$ cat config.mk
export PLATFORM = sky130hd
export DESIGN_NAME = oem_bisu_feeder
export DESIGN_NICKNAME = d
export VERILOG_FILES = /design/src/rtl/oem_bisu_feeder.sv
export SDC_FILE = /design/constraint.sdc
export NUM_CORES = 1
export LEC_CHECK = 0
export BUFFER_PORTS_ARGS = -buffer_cell sky130_fd_sc_hd__buf_2
export CORE_MARGIN = 4
export CORE_UTILIZATION = 62
export CTS_BUF_LIST = sky130_fd_sc_hd__clkbuf_4 sky130_fd_sc_hd__clkbuf_8
export DETAILED_ROUTE_END_ITERATION = 10
export PLACE_DENSITY_LB_ADDON = 0.25
export SYNTH_ARGS = -nofsm -noshare
export SYNTH_HDL_FRONTEND = slang
export SYNTH_SLANG_ARGS = --single-unit
$ cat constraint.sdc
create_clock -name clk -period 5.2 [get_ports clk]
set_input_delay 0.26 -clock clk [delete_from_list [all_inputs] [get_ports clk]]
set_output_delay 0.26 -clock clk [all_outputs]
set_load 0.05 [all_outputs]
$ cat src/rtl/oem_bisu_feeder.sv
// Serial-to-lane front end for the odd-even merge / insertion sort core.
// Define FEEDER_PAD_LAST_EN to let in_last end a short frame with all-ones padding.
module oem_bisu_feeder #(
  parameter int unsigned W = 6,
  parameter int unsigned N = 32,
  parameter int unsigned P = 16
) (
  input  logic           clk,
  input  logic           rst_n,
  input  logic [W-1:0]   in_data,
  input  logic           in_valid,
  output logic           in_ready,
  input  logic           in_last,
  input  logic           inv_cfg,
  output logic [P*W-1:0] din_bus,
  output logic           en_o,
  output logic           inv_o,
  output logic           vin_o,
  output logic [P-1:0]   seq_rst,
  output logic           busy
);

  localparam int unsigned CW = $clog2(N);
  localparam int unsigned SW = $clog2(P);
  localparam int unsigned NB = N / P;

  typedef enum logic {StFill, StIssue} state_e;

  state_e           state_q, state_d;
  logic [CW-1:0]    fill_q, fill_d;
  logic [SW-1:0]    step_q, step_d;
  logic [SW-1:0]    beat_sel;
  logic [N*W-1:0]   frame_q, frame_d;
  logic             ready_q, ready_d;
  logic [P*W-1:0]   din_q, din_d;
  logic             en_q, inv_q, inv_d, vin_q, vin_d, busy_q, busy_d;
  logic [P-1:0]     seq_q, seq_d;
  logic             accept, last_elem, pad_en;

  assign accept    = in_valid && ready_q && (state_q == StFill);
  assign last_elem = (fill_q == CW'(N - 1));
  assign beat_sel  = step_q - SW'(1);

`ifdef FEEDER_PAD_LAST_EN
  assign pad_en = accept && in_last && !last_elem;
`else
  logic unused_last;
  assign unused_last = in_last;
  assign pad_en      = 1'b0;
`endif

  always_comb begin
    state_d = state_q;
    fill_d  = fill_q;
    step_d  = step_q;
    frame_d = frame_q;
    ready_d = ready_q;
    din_d   = '0;
    inv_d   = inv_q;
    vin_d   = 1'b0;
    seq_d   = '0;
    busy_d  = 1'b0;
    unique case (state_q)
      StFill: begin
        ready_d = 1'b1;
        if (accept) begin
          frame_d[32'(fill_q)*W +: W] = in_data;
          if (fill_q == '0) inv_d = inv_cfg;
          if (last_elem || pad_en) begin
            // Only a short frame leaves slots above the current one to pad.
            for (int unsigned j = 0; j < N; j++) begin
              if (pad_en && (j > 32'(fill_q))) frame_d[j*W +: W] = '1;
            end
            state_d = StIssue;
            ready_d = 1'b0;
            step_d  = '0;
            fill_d  = '0;
          end else begin
            fill_d = fill_q + CW'(1);
          end
        end
      end
      StIssue: begin
        seq_d  = {{(P-1){1'b0}}, 1'b1} << step_q;
        busy_d = 1'b1;
        // Step 0 only resets stage 1; beats follow one step behind the walking reset.
        if (step_q >= SW'(1) && step_q <= SW'(NB)) begin
          vin_d = 1'b1;
          din_d = frame_q[32'(beat_sel)*P*W +: P*W];
        end
        if (step_q == SW'(P - 1)) begin
          state_d = StFill;
          step_d  = '0;
        end else begin
          step_d = step_q + SW'(1);
        end
      end
      default: state_d = StFill;
    endcase
  end

  always_ff @(posedge clk or negedge rst_n) begin
    if (!rst_n) begin
      state_q <= StFill;
      fill_q  <= '0;
      step_q  <= '0;
      frame_q <= '0;
      ready_q <= 1'b0;
      din_q   <= '0;
      en_q    <= 1'b0;
      inv_q   <= 1'b0;
      vin_q   <= 1'b0;
      seq_q   <= '0;
      busy_q  <= 1'b0;
    end else begin
      state_q <= state_d;
      fill_q  <= fill_d;
      step_q  <= step_d;
      frame_q <= frame_d;
      ready_q <= ready_d;
      din_q   <= din_d;
      en_q    <= 1'b1;
      inv_q   <= inv_d;
      vin_q   <= vin_d;
      seq_q   <= seq_d;
      busy_q  <= busy_d;
    end
  end

  assign in_ready = ready_q;
  assign din_bus  = din_q;
  assign en_o     = en_q;
  assign inv_o    = inv_q;
  assign vin_o    = vin_q;
  assign seq_rst  = seq_q;
  assign busy     = busy_q;

endmodule

==> run metrics <==
cts hold-fix bufs=3; Post-CTS Repair Setup Buffers=0; Synth Warn #=0; cell row count=55; Critical R2R Launch=fill_q[1]; syn nets=1,316; clock transition at the registers of the reported paths=0.06 ns; min-delay worst type=primary input to flip-flop; top cells by count, synth=dfrtp_1, nor2_1, mux2_2; root buf cell=clkbuf_8; Async S/R FF share, synth=1.00; CP Launch Type=flip-flop; CTS tree=yes; gr usage total=0.294; global route total overflow=0; I/O Buffers=126; initial core utilization=0.638; Synth Flop Type=dfrtp_1; post-CTS sizing=0; I/O pin count=128; global-route wire length before repair=60,100 µm; R2R depth=13; number of global-route vias before repair=10,700; fin crit period=4.67 ns; unrepaired setup endpoints after global routing=no; Worst Path Arrival=5.11 ns; total die area=26,100 µm²; crit path to=frame_q[20]; count leader, synth=dfrtp_1; layout cells sized above 1=0.288; Final Slew Violations=0; CORE AREA=22,900 µm²; Num CTS Buffers=49; Setup Total Neg Slack=0 ns; DR pass1 iterations=5; critical path capture point type=flip-flop; Die X=162 µm; nets=1,454; Crit Path Category=flip-flop to flip-flop; setup violators final=0; Post-Syn Area=14,600 µm²; htree depth=2; Netlist cell types=71; Yosys reg bits=319; post-synthesis sequential area ratio=0.546; cell taking the most area after synthesis=dfrtp_1; measured slew at the worst slew-check pin=1.15 ns; Via density=6.15; Initial DRC Count=951; Synth Instances=1,284; maximum clock path buffer count=3; largest net degree at the start of global routing=131; Die H=162 µm; area grow syn2layout=14.9%; Max-slew headroom=0.235; dpl hpwl=26,300 µm; initial antenna violation count=1; Synth top area share=0.546; GP Congestion=1.01; Fin Hold WS=0.0627 ns; max cap viols=0; crit path launch=fill_q[1]; Wirelength per Cell=21.6 µm; Final Skew=0.0209 ns; via count=10,900; fmax=214 MHz; DRC viols=0; Mapped Avg Cell Area=11.4 µm²; Fin. Hold Viols=0; FF-to-FF setup slack=0.53 ns; Final Cycle Share=0.898; clk_lat worst skew=0.58 ns; Worst Path Required=5.65 ns; largest cells by area after synthesis=dfrtp_1, mux2_2, mux2i_1, nor2_1, o21ai_0; status=finished, final reports clean; Post-synth EDFFs=0; Final ANT Viol Nets=0; CTS sink count=319; worst flop-to-flop path endpoint=frame_q[20]; ant diodes=0; final wirelength=38,300 µm; CP max FO=16
[kinds of logic (layout without fill, tap and decap cells)]
family	Yosys count	count (layout)	share of synthesized area
other cells	1	1	0.000256
fa+ha+maj	21	21	0.0185
mux	239	239	0.175
compound gates	212	212	0.101
flops	319	319	0.546
xor+xnor	11	11	0.00898
buf+inv	94	272	0.0252
simple gates	387	387	0.125
[sequential cells by signal (all words and copies together), names as in the netlist]
name	count
frame_q	192
din_bus	96
seq_rst	16
fill_q	5
step_q	4
busy	1
en_o	1
in_ready	1
inv_o	1
state_q	1
vin_o	1
[worst min-delay path by stage]
stage          slack, ns  cells past startpoint  startpoint     endpoint
2_1_floorplan      -0.04                      0       rst_n         busy
3_3_place_gp        0.40                      1       rst_n   seq_rst[9]
3_5_place_dp        0.41                      1       rst_n  seq_rst[13]
4_1_cts             0.04                      3  in_data[0]   frame_q[0]
5_1_grt             0.08                      3  in_data[0]   frame_q[0]
6_report            0.06                      3  in_data[0]   frame_q[0]
[worst max-delay path, cell delays in order, from the launching register on]
cell	delay (ns)
dfrtp_1	0.44
ha_1	0.35
fa_1	0.51
a211o_1	0.35
and3_1	0.22
o2111ai_1	0.37
inv_1	0.08
ha_1	0.63
nand2_1	0.17
nor3_1	0.25
nand2_1	0.26
buf_4	0.32
buf_4	0.21
o41ai_1	0.38
[stage by stage]
stage	util	worst slack, ns	cell area [µm²]	cells
5_1_grt	0.733	0.297	16800	1775
6_report	0.733	0.533	16800	1775
3_5_place_dp	0.683	0.643	15700	1681
3_3_place_gp	0.683	0.669	15700	1681
4_1_cts	0.733	0.629	16800	1775
2_1_floorplan	-	1.36	14600	1284
[layout by cell type (no fill, tap or decap), types with 9 or more instances in the layout]
| cell type | Yosys | routed |
|---|---|---|
| or2_2 | 13 | 13 |
| a21oi_1 | 11 | 11 |
| nor3_2 | 10 | 10 |
| nor2_1 | 156 | 156 |
| o41ai_1 | 37 | 37 |
| inv_1 | 17 | 17 |
| dfrtp_1 | 319 | 318 |
| or3_1 | 9 | 9 |
| clkbuf_8 | 0 | 66 |
| nand3_1 | 44 | 44 |
| buf_2 | 10 | 125 |
| o21ai_0 | 84 | 83 |
| and2_1 | 10 | 10 |
| nand2_1 | 68 | 68 |
| buf_4 | 1 | 32 |
| ha_1 | 20 | 20 |
| clkbuf_4 | 0 | 17 |
| mux2_2 | 131 | 131 |
| o31ai_1 | 11 | 11 |
| nand2b_1 | 11 | 11 |
| nor3_1 | 32 | 32 |
| mux2i_1 | 100 | 100 |
| and3_1 | 10 | 10 |
[final cells by class]
| class | instances | area [µm²] |
|---|---|---|
| sequential | 319 | 7990 |
| multi-input combinational | 871 | 6280 |
| fill | 1595 | 6120 |
| clock buffer | 83 | 1040 |
| timing repair buffer | 163 | 951 |
| tap | 313 | 392 |
| clock inverter | 8 | 80.1 |
| inverter | 18 | 67.6 |
[layer usage]
metal,global-route usage,up-vias,routed length [µm]
met5,0,-,0
met4,0.105,0,1340
met3,0.0796,111,3770
met2,0.453,553,17400
met1,0.406,5362,15800
li1,-,4887,-
Power is not shown: default switching activity piles up to over one toggle a cycle in this logic, so the estimate is an artifact.
